`config.mk`:
```
export PLATFORM = sky130hd
export DESIGN_NAME = mem_access_unit
export DESIGN_NICKNAME = d
export VERILOG_FILES = /design/src/rtl/mem_access_unit_pkg.sv /design/src/rtl/mem_access_unit_store_align.sv /design/src/rtl/mem_access_unit.sv
export SDC_FILE = /design/constraint.sdc
export NUM_CORES = 1
export LEC_CHECK = 0
export ABC_CLOCK_PERIOD_IN_PS = 1790
export BUFFER_PORTS_ARGS = -buffer_cell sky130_fd_sc_hd__buf_2
export CAP_MARGIN = 20
export CORE_AREA = 2 2 178 180
export CTS_CLUSTER_SIZE = 30
export DETAILED_ROUTE_END_ITERATION = 8
export DIE_AREA = 0 0 180 182
export PLACE_DENSITY = 0.64
export SLEW_MARGIN = 20
export SYNTH_ARGS = -nofsm -noshare
export SYNTH_HDL_FRONTEND = slang
export SYNTH_SLANG_ARGS = --single-unit
```
`constraint.sdc`:
```
create_clock -name clk -period 1.79 [get_ports clk]
set_input_delay 0.0895 -clock clk [delete_from_list [all_inputs] [get_ports clk]]
set_output_delay 0.0895 -clock clk [all_outputs]
set_load 0.01 [all_outputs]
```
`src/rtl/mem_access_unit_pkg.sv`:
```
// +--------------------------------------------------------------------------+
// | mem_access_unit_pkg : shared codes for the MEM stage (sel, size, FSM).    |
// | Revision: 1.0                                                            |
// +--------------------------------------------------------------------------+
`default_nettype none

package mem_access_unit_pkg;

  localparam logic [3:0] MEM_SEL_BYTE = 4'b0001;
  localparam logic [3:0] MEM_SEL_HALF = 4'b0011;
  localparam logic [3:0] MEM_SEL_WORD = 4'b1111;

  localparam logic [1:0] DATA_SIZE_BYTE = 2'd0;
  localparam logic [1:0] DATA_SIZE_HALF = 2'd1;
  localparam logic [1:0] DATA_SIZE_WORD = 2'd2;

  typedef enum logic [1:0] {
    ST_IDLE      = 2'd0,
    ST_WAIT_ADDR = 2'd1,
    ST_WAIT_DATA = 2'd2
  } mem_state_e;

  function automatic logic [1:0] sel_to_size(input logic [3:0] sel);
    case (sel)
      MEM_SEL_BYTE: sel_to_size = DATA_SIZE_BYTE;
      MEM_SEL_HALF: sel_to_size = DATA_SIZE_HALF;
      default:      sel_to_size = DATA_SIZE_WORD;
    endcase
  endfunction

endpackage

`default_nettype wire

```
`src/rtl/mem_access_unit_store_align.sv`:
```
// +--------------------------------------------------------------------------+
// | mem_store_align : sel/address/data -> byte strobes, lane data, size.     |
// | Revision: 1.0                                                            |
// +--------------------------------------------------------------------------+
`default_nettype none

module mem_store_align
  import mem_access_unit_pkg::*;
(
  input  logic [3:0]  sel,
  input  logic [1:0]  addr_lo,
  input  logic        is_store,
  input  logic [31:0] store_data,
  output logic [3:0]  wstrb,
  output logic [31:0] wdata,
  output logic [1:0]  size,
  output logic        misaligned
);

  logic [3:0] w_strb_raw;

  always_comb begin
    w_strb_raw = 4'b1111;
    wdata      = store_data;
    size       = sel_to_size(sel);
    case (sel)
      MEM_SEL_BYTE: begin
        w_strb_raw = 4'b0001 << addr_lo;
        wdata      = {4{store_data[7:0]}};
      end
      MEM_SEL_HALF: begin
        w_strb_raw = addr_lo[1] ? 4'b1100 : 4'b0011;
        wdata      = {2{store_data[15:0]}};
      end
      default: begin
        w_strb_raw = 4'b1111;
        wdata      = store_data;
      end
    endcase
    // Loads never assert strobes.
    wstrb      = is_store ? w_strb_raw : 4'b0000;
    misaligned = ((sel == MEM_SEL_HALF) && addr_lo[0]) ||
                 ((sel == MEM_SEL_WORD) && (addr_lo != 2'b00));
  end

endmodule

`default_nettype wire

```
`src/rtl/mem_access_unit.sv`:
```
// +--------------------------------------------------------------------------+
// | mem_access_unit : MEM stage bus FSM plus MEM/WB pipeline register.       |
// | Revision: 1.0                                                            |
// +--------------------------------------------------------------------------+
`default_nettype none

module mem_access_unit
  import mem_access_unit_pkg::*;
#(
  parameter int ADDR_W = 32,
  parameter int DATA_W = 32
) (
  input  logic              clk,
  input  logic              rst,
  input  logic              flush,
  input  logic              valid_i,
  input  logic              mem_read_flag_i,
  input  logic              mem_write_flag_i,
  input  logic              mem_sign_ext_flag_i,
  input  logic [3:0]        mem_sel_i,
  input  logic [ADDR_W-1:0] result_i,
  input  logic [DATA_W-1:0] mem_write_data_i,
  input  logic              wb_reg_write_en_i,
  input  logic [4:0]        wb_reg_write_addr_i,
  input  logic [ADDR_W-1:0] current_pc_addr_i,
  input  logic              hilo_write_en_i,
  input  logic [DATA_W-1:0] hi_i,
  input  logic [DATA_W-1:0] lo_i,
  output logic              data_req,
  output logic              data_wr,
  output logic [1:0]        data_size,
  output logic [ADDR_W-1:0] data_addr,
  output logic [3:0]        data_wstrb,
  output logic [DATA_W-1:0] data_wdata,
  input  logic              data_addr_ok,
  input  logic              data_data_ok,
  input  logic [DATA_W-1:0] data_rdata,
  output logic              stall_o,
  output logic              adel_o,
  output logic              ades_o,
  output logic [DATA_W-1:0] ram_read_data_o,
  output logic              mem_read_flag_o,
  output logic              mem_write_flag_o,
  output logic              mem_sign_ext_flag_o,
  output logic [3:0]        mem_sel_o,
  output logic [ADDR_W-1:0] result_o,
  output logic              wb_reg_write_en_o,
  output logic [4:0]        wb_reg_write_addr_o,
  output logic [ADDR_W-1:0] current_pc_addr_o,
  output logic              hilo_write_en_o,
  output logic [DATA_W-1:0] hi_o,
  output logic [DATA_W-1:0] lo_o
);

  mem_state_e        r_state;
  logic              r_cancel;
  logic [ADDR_W-1:0] r_req_addr;
  logic              r_req_wr;
  logic [1:0]        r_req_size;
  logic [3:0]        r_req_wstrb;
  logic [DATA_W-1:0] r_req_wdata;

  logic [3:0]        w_wstrb;
  logic [DATA_W-1:0] w_wdata;
  logic [1:0]        w_size;
  logic              w_misaligned;
  logic              w_is_store;
  logic              w_memop;
  logic              w_idle;
  logic              w_issue;
  logic              w_done;
  logic              w_take;
  logic              w_exc;
  logic              w_pass;

  assign w_is_store = mem_write_flag_i & ~mem_read_flag_i;

  mem_store_align u_align (
    .sel        (mem_sel_i),
    .addr_lo    (result_i[1:0]),
    .is_store   (w_is_store),
    .store_data (mem_write_data_i),
    .wstrb      (w_wstrb),
    .wdata      (w_wdata),
    .size       (w_size),
    .misaligned (w_misaligned)
  );

  assign w_memop = valid_i & (mem_read_flag_i | mem_write_flag_i);
  assign w_idle  = (r_state == ST_IDLE);
  assign w_issue = w_idle & w_memop & ~w_misaligned & ~flush;
  assign w_done  = (r_state == ST_WAIT_DATA) & data_data_ok;
  // Instruction reaches WB: a non-stalling op from IDLE, or a completed, uncancelled access.
  assign w_take  = (w_idle & ~w_issue & valid_i & ~flush) | (w_done & ~r_cancel & ~flush);
  assign w_exc   = w_idle & ~flush & w_memop & w_misaligned;
  assign w_pass  = w_take & ~w_exc;

  // The request is launched from live inputs in IDLE and replayed from the latch afterwards.
  assign data_req   = w_issue | (r_state == ST_WAIT_ADDR);
  assign data_addr  = w_idle ? result_i   : r_req_addr;
  assign data_wr    = w_idle ? w_is_store : r_req_wr;
  assign data_size  = w_idle ? w_size     : r_req_size;
  assign data_wstrb = w_idle ? w_wstrb    : r_req_wstrb;
  assign data_wdata = w_idle ? w_wdata    : r_req_wdata;
  assign stall_o    = w_issue | (r_state == ST_WAIT_ADDR) |
                      ((r_state == ST_WAIT_DATA) & ~data_data_ok);

  always_ff @(posedge clk) begin
    if (rst) begin
      r_state             <= ST_IDLE;
      r_cancel            <= 1'b0;
      r_req_addr          <= '0;
      r_req_wr            <= 1'b0;
      r_req_size          <= 2'd0;
      r_req_wstrb         <= 4'd0;
      r_req_wdata         <= '0;
      adel_o              <= 1'b0;
      ades_o              <= 1'b0;
      ram_read_data_o     <= '0;
      mem_read_flag_o     <= 1'b0;
      mem_write_flag_o    <= 1'b0;
      mem_sign_ext_flag_o <= 1'b0;
      mem_sel_o           <= 4'd0;
      result_o            <= '0;
      wb_reg_write_en_o   <= 1'b0;
      wb_reg_write_addr_o <= 5'd0;
      current_pc_addr_o   <= '0;
      hilo_write_en_o     <= 1'b0;
      hi_o                <= '0;
      lo_o                <= '0;
    end else begin
      case (r_state)
        ST_IDLE: begin
          if (w_issue) begin
            r_req_addr  <= result_i;
            r_req_wr    <= w_is_store;
            r_req_size  <= w_size;
            r_req_wstrb <= w_wstrb;
            r_req_wdata <= w_wdata;
            r_state     <= data_addr_ok ? ST_WAIT_DATA : ST_WAIT_ADDR;
          end
        end
        ST_WAIT_ADDR: begin
          if (flush)        r_cancel <= 1'b1;
          if (data_addr_ok) r_state  <= ST_WAIT_DATA;
        end
        ST_WAIT_DATA: begin
          if (data_data_ok) begin
            r_state  <= ST_IDLE;
            r_cancel <= 1'b0;
          end else if (flush) begin
            r_cancel <= 1'b1;
          end
        end
        default: r_state <= ST_IDLE;
      endcase

      // MEM/WB: bubble while stalled or squashed, so WB never repeats a write.
      adel_o              <= w_exc & mem_read_flag_i;
      ades_o              <= w_exc & ~mem_read_flag_i;
      ram_read_data_o     <= (w_pass & w_done & mem_read_flag_i) ? data_rdata : '0;
      mem_read_flag_o     <= w_pass & mem_read_flag_i;
      mem_write_flag_o    <= w_pass & mem_write_flag_i;
      mem_sign_ext_flag_o <= w_pass & mem_sign_ext_flag_i;
      mem_sel_o           <= w_pass ? mem_sel_i : 4'd0;
      result_o            <= (w_take & ~(w_pass & w_is_store)) ? result_i : '0;
      wb_reg_write_en_o   <= w_pass & wb_reg_write_en_i;
      wb_reg_write_addr_o <= w_take ? wb_reg_write_addr_i : 5'd0;
      current_pc_addr_o   <= w_take ? current_pc_addr_i : '0;
      hilo_write_en_o     <= w_pass & hilo_write_en_i;
      hi_o                <= w_pass ? hi_i : '0;
      lo_o                <= w_pass ? lo_i : '0;
    end
  end

endmodule

`default_nettype wire

```
Yosys cells after proc, flatten, opt, wreduce, memory -nomap -nowiden
Index checks and enable logic that the tools add are counted.

Equal/unequal tests: 8. Shift-type cells: 1. Div/mod/pow operators: 0. Reduce and logical (&&, ||, !) cells: 12. Multiply operators: 0. Add/subtract/negate cells: 0. Multiplexer cells: 18. Magnitude comparators: 0. Bitwise logic cells: 43.

Operators by type and width (number): 2-to-1 mux 32 bit (2); one-hot mux 32 bit (2 select lines) (1); bitwise AND 1 bit (27); 2-to-1 mux 4 bit (3); NOT 1 bit (12); 2-to-1 mux 2 bit (5); one-hot mux 4 bit (2 select lines) (1); OR reduction 2 bit (4); one-hot mux 2 bit (3 select lines) (1); == test 4 x 1 -> 1 bit, second input constant (1); == test 4 x 2 -> 1 bit, second input constant (1); == test 4 bit, second input constant (1); inequality test 2 bit, second input constant (2); bitwise OR 1 bit (4); one-hot mux 2 bit (2 select lines) (1); nonzero test 2 bit (2); left shift 1 x 2 -> 4 bit, first input constant (1); 2-to-1 mux 1 bit (3); AND reduction 3 bit (1); == test 2 x 1 -> 1 bit, second input constant (1); == test 2 bit, second input constant (1); logical AND 1 bit (2); zero test 2 bit (1); inequality test 2 x 1 -> 1 bit, second input constant (1); 3 further kinds (3).

Memory bits (writable): 0. Bits of input ports: 212. Memories: 0. Memory bits (read-only): 0. Output and inout port bits: 249. Word-level logic and storage cells: 103. Register bits after elaboration: 250. Latch bits: 0.

Longest topological paths before layout
Depth after elaboration: 17. Depth in mapped cells: 9. Mapped depth without buffers: 6.

By module
From an unflattened synthesis, not the netlist that was laid out.

Cells, all modules: 914. Area, all modules: 10166.0 µm².

By module, submodules not included: mem_access_unit (seq. area each 5004.8 µm², times used 1, area an instance 9635.5 µm², cells an instance 841); mem_store_align (seq. area each 0.0 µm², times used 1, area an instance 530.5 µm², cells an instance 73).

Least setup slack after synthesis
No wires, ideal clock.

Kind: reg-to-reg. Start: register r_state[0]. End: register hi_o[0]. Required time: 1.668 ns. Data arrival time: 1.740 ns. Library setup time: 0.122 ns. Slack: -0.071 ns. Buffers on the path: 4. Clock period less this slack: 1.861 ns. Stages on the path, launching flop included: 10. Cells stage by stage: dfxtp_1 -> inv_1 -> ha_1 -> buf_2 -> nand3b_1 -> clkbuf_1 -> or2_2 -> clkbuf_1 -> buf_2 -> a21oi_1.

Cells in the longest elaborated chain, start to end: 12. Elaborated cells on any way between the ends: 20. Classes of those cells: eq/ne: 1; bitwise: 17; reduce/logical: 2.

RTL lines: start: declaration (RTL line mem_access_unit.sv:55) `mem_state_e r_state;`; start signal: assignment (RTL line mem_access_unit.sv:140) `r_state <= data_addr_ok ? ST_WAIT_DATA : ST_WAIT_ADDR;`; zero test 2 bit (RTL line mem_access_unit.sv:90) `assign w_idle = (r_state == ST_IDLE);`; bitwise AND 1 bit (3 in a row) (RTL line mem_access_unit.sv:91) `assign w_issue = w_idle & w_memop & ~w_misaligned & ~flush;`; NOT 1 bit (RTL line mem_access_unit.sv:94) `assign w_take = (w_idle & ~w_issue & valid_i & ~flush) | (w_done & ~r_cancel & ~flush);`; bitwise AND 1 bit (3 in a row) (RTL line mem_access_unit.sv:94); bitwise OR 1 bit (RTL line mem_access_unit.sv:94); bitwise AND 1 bit (*) (RTL line mem_access_unit.sv:96) `assign w_pass = w_take & ~w_exc;`; NOT 1 bit (no source line) (*); OR reduction 2 bit (no source line) (*); end signal: assignment (RTL line mem_access_unit.sv:171) `hi_o <= w_pass ? hi_i : '0;`; end: declaration (RTL line mem_access_unit.sv:51) `output logic [DATA_W-1:0] hi_o,`.

Every way passes the cells marked *; elsewhere a longest branch is shown, timed or not. A chain may end at the register's enable or synchronous reset.

Final worst setup path
Start: register r_state[0]. End: output data_wdata[1].

Cells in the longest elaborated chain, start to end: 2.

RTL lines: zero test 2 bit (RTL line mem_access_unit.sv:90); 2-to-1 mux 32 bit (RTL line mem_access_unit.sv:104) `assign data_wdata = w_idle ? w_wdata : r_req_wdata;`; end: declaration (RTL line mem_access_unit.sv:34) `output logic [DATA_W-1:0] data_wdata,`.

No other way between the ends.

==> impl_metrics.json <==
{
  "wl_per_cell_um": 19.7,
  "pre_cts_slack_ns": -0.0107,
  "multi_input_area_um2": 4590,
  "fin_tns_setup_ns": -15.07,
  "num_io_pins": 461,
  "synth_edf_count": 0,
  "setup_viol": 104,
  "grt_max_degree": 86,
  "grt_pass1_vias": 10300,
  "hp-class": "input pin to flip-flop",
  "grt_remaining_overflow": 0,
  "p_sw_frac": 0.310,
  "reg2reg_from": "r_state[0]",
  "fmax_mhz": 489,
  "r2r_cells": 11,
  "finalCriticalPeriod_ns": 2.04,
  "hold_path_depth": 4,
  "finalClockSkew_ns": 0.0115,
  "worstSetupEndpointType": "output port",
  "cp-start-kind": "flip-flop",
  "initial_core_util": 0.307,
  "synthArstFlopShare": 0,
  "grtUsageTotal": 0.225,
  "hold_start": "mem_write_data_i[30]",
  "htreeDepth": 1,
  "syn_area_per_cell_um2": 9.77,
  "dieArea_um2": 32800,
  "seqCellArea_um2": 5010,
  "synthCells": 972,
  "ant_nets": 0,
  "violations": "negative setup slack",
  "io_buffers": 460,
  "final_layout_size_suffix_gt1_frac": 0.438,
  "die_h_um": 182,
  "switchingPower_uw": 5980,
  "critPathMaxFanout": 7,
  "yosys_warnings": 0,
  "tightest_slew_ns": 0.496,
  "synth_top_area_frac": 0.527,
  "setup_slack_ns": -0.254,
  "min_to": "r_req_wdata[30]",
  "diodes": 0,
  "pwr-share-clk": 0.309,
  "critPathKind": "flip-flop to output port",
  "drv_cap": 0,
  "cts_inserted_buffers": 28,
  "synth_area_leader_cell": "dfxtp_1",
  "p_int_uw": 13300,
  "cts_buffer_depth": 3,
  "clock_latency_ns": 0.55,
  "grt_pass1_wl_um": 58800,
  "cp.arrival_ns": 1.95,
  "area_delta_synth_final_pct": 75.6,
  "powerDensity_nw_per_um2": 1160,
  "seq_power_share": 0.310,
  "drv_slew": 0,
  "outcome": "finished, violations left",
  "yosys-top-cells-area": "dfxtp_1 53%, a21oi_1 8.6%, mux2_2 7.9%",
  "cts_sinks": 250,
  "vias": 10200,
  "vias_per_cell": 4.95,
  "dpl_cell_area_um2": 12400,
  "place_congestion": 0.865,
  "antenna_found_initial": 0,
  "design_area_um2": 16700,
  "combPwrFrac": 0.381,
  "cts_tree": "built",
  "syn_area_um2": 9500,
  "rsz0062_at_grt": "yes",
  "synthDistinctLibCells": 43,
  "slew_headroom": 0.668,
  "finalCritPeriodShare": 1.14,
  "crit_required_ns": 1.70,
  "r2r_end": "result_o[31]",
  "ys.flop_type": "dfxtp_1",
  "firstDrtPassIters": 5,
  "cellLeakagePower_uw": 0.00740,
  "final.fill_count": 2580,
  "hold_viol": 0,
  "drtIter0Drc": 464,
  "clk_pin_slew_ns": 0.06,
  "worst_ir_drop_vdd_uv": 702,
  "drt-total-wl_um": 40600,
  "place_hpwl_um": 24000,
  "r2r_setup_slack_ns": -0.10,
  "nets": 1861,
  "cts_root_buffer": "clkbuf_16",
  "syn-num-nets": 1187,
  "ys_ff_latch": 250,
  "ys_seq_area_frac": 0.527,
  "core-area_um2": 31000,
  "dieWidth_um": 180,
  "remaining_drc_errors": 0,
  "rows": 65
}
[layout by cell type, fill, tap and decap left out, types with 4 or more instances in the layout]
cell	instances
o21ai_1	43
clkbuf_16	35
o21ai_0	10
nor2b_1	5
nand2b_1	75
mux2i_1	16
buf_12	20
nor2_4	7
dfxtp_1	248
nand3_1	55
a211oi_1	17
and2_1	32
buf_4	36
a21oi_4	7
nor3b_2	32
buf_6	41
inv_1	4
o21ai_2	6
a21oi_1	151
nand2_1	4
nor2_1	14
buf_2	425
a21oi_2	6
buf_16	4
mux2_4	23
dlygate4sd3_1	204
clkbuf_8	6
nor3b_1	36
mux2_2	44
clkbuf_1	5
[power groups by stage]
stage / registers, uW / clock network [uW] / logic, uW
floorplan: 6120 / 0 / 2600
global placement: 6070 / 0 / 4660
detailed placement: 6080 / 0 / 4670
CTS: 5970 / 6060 / 6520
global route: 6020 / 6300 / 7750
finish: 5990 / 5960 / 7360
[layout make-up]
type,count,area share
clock inverters,7,0.00720
multi-input cells,621,0.275
repair buffers,739,0.336
clock buffers,40,0.0496
well taps,402,0.0302
flip-flops and latches,250,0.300
inverters,6,0.00135
[synthesized netlist by cell type, types with 2 or more instances]
cell      number
nand2_1        4
o211ai_1       2
clkbuf_1      48
mux2i_1       16
buf_1          4
and2_1        32
ha_1           3
mux2_2        67
buf_4          6
nor3_1         2
nand3b_1       2
nand3_1       56
inv_1          6
nor2_1        22
o21ai_0       61
a211oi_1      17
a21oi_1      164
nand4_1        3
buf_2         36
nor2b_1        5
nand2b_1      75
nor3b_1       69
or2_2          3
dfxtp_1      250
[sequential cells by signal, indices dropped and copies added (netlist names), 4 cells and up]
name and flops:
lo_o 32, r_req_wdata 32, hi_o 32, current_pc_addr_o 32
result_o 32, mem_sel_o 4, r_req_addr 32, ram_read_data_o 32
wb_reg_write_addr_o 5, r_req_wstrb 4
[worst max-delay path by stage]
stage	cells after the start	start	slack (ns)	endpoint
after floorplan	9	r_state[0]	-0.003	hi_o[0]
after global placement	7	mem_sel_i[3]	-0.02	result_o[24]
after detailed placement	7	mem_sel_i[2]	-0.01	result_o[20]
after CTS	7	r_state[1]	-0.27	data_wdata[1]
after global routing	6	r_state[0]	-0.32	data_addr[29]
final	7	r_state[0]	-0.25	data_wdata[1]
[critical path: stages (launching register included)]
cell and delay (ns):
dfxtp_2 0.33, inv_2 0.05, ha_4 0.17, buf_12 0.15
buf_12 0.14, buf_16 0.14, mux2_4 0.30, buf_6 0.12
[metal layers]
metal  up-vias  routed length, um  global-route usage
met5         -                  0                   0
met4         0               1710              0.0930
met3       103               2790              0.0517
met2       450              20600               0.405
met1      4927              15400               0.256
li1       4735                  -                   -
[logic make-up after synthesis]
group | after synthesis | share of synthesized area
compound gates | 256 | 0.145
xor+xnor | 1 | 0.000922
fa+ha+maj | 3 | 0.00395
buf+inv | 101 | 0.0472
flops | 250 | 0.527
mux | 83 | 0.0963
simple gates | 278 | 0.179
[metrics by stage]
stage               hold slack [ns]   util  std cells  power, uW
global placement              0.290  0.401       1777      10700
finish                       0.0293  0.538       2065      19300
CTS                         0.00349  0.518       2046      18600
global route                 0.0465  0.538       2065      20100
detailed placement            0.292  0.401       1777      10800
floorplan                     0.205      -        972       8720
[what timing repair did]
action / 4_1_cts / 5_1_grt
setup buffers: 13 / 12
hold endpoints to repair: 234 / 0
pin swaps: 6 / 18
endpoints found under the setup margin: 86 / 114
gates resized for setup: 101 / 131
gates cloned: 5 / 9
hold buffers: 204 / 0
Note: power is estimated with default switching activity, not from simulation.
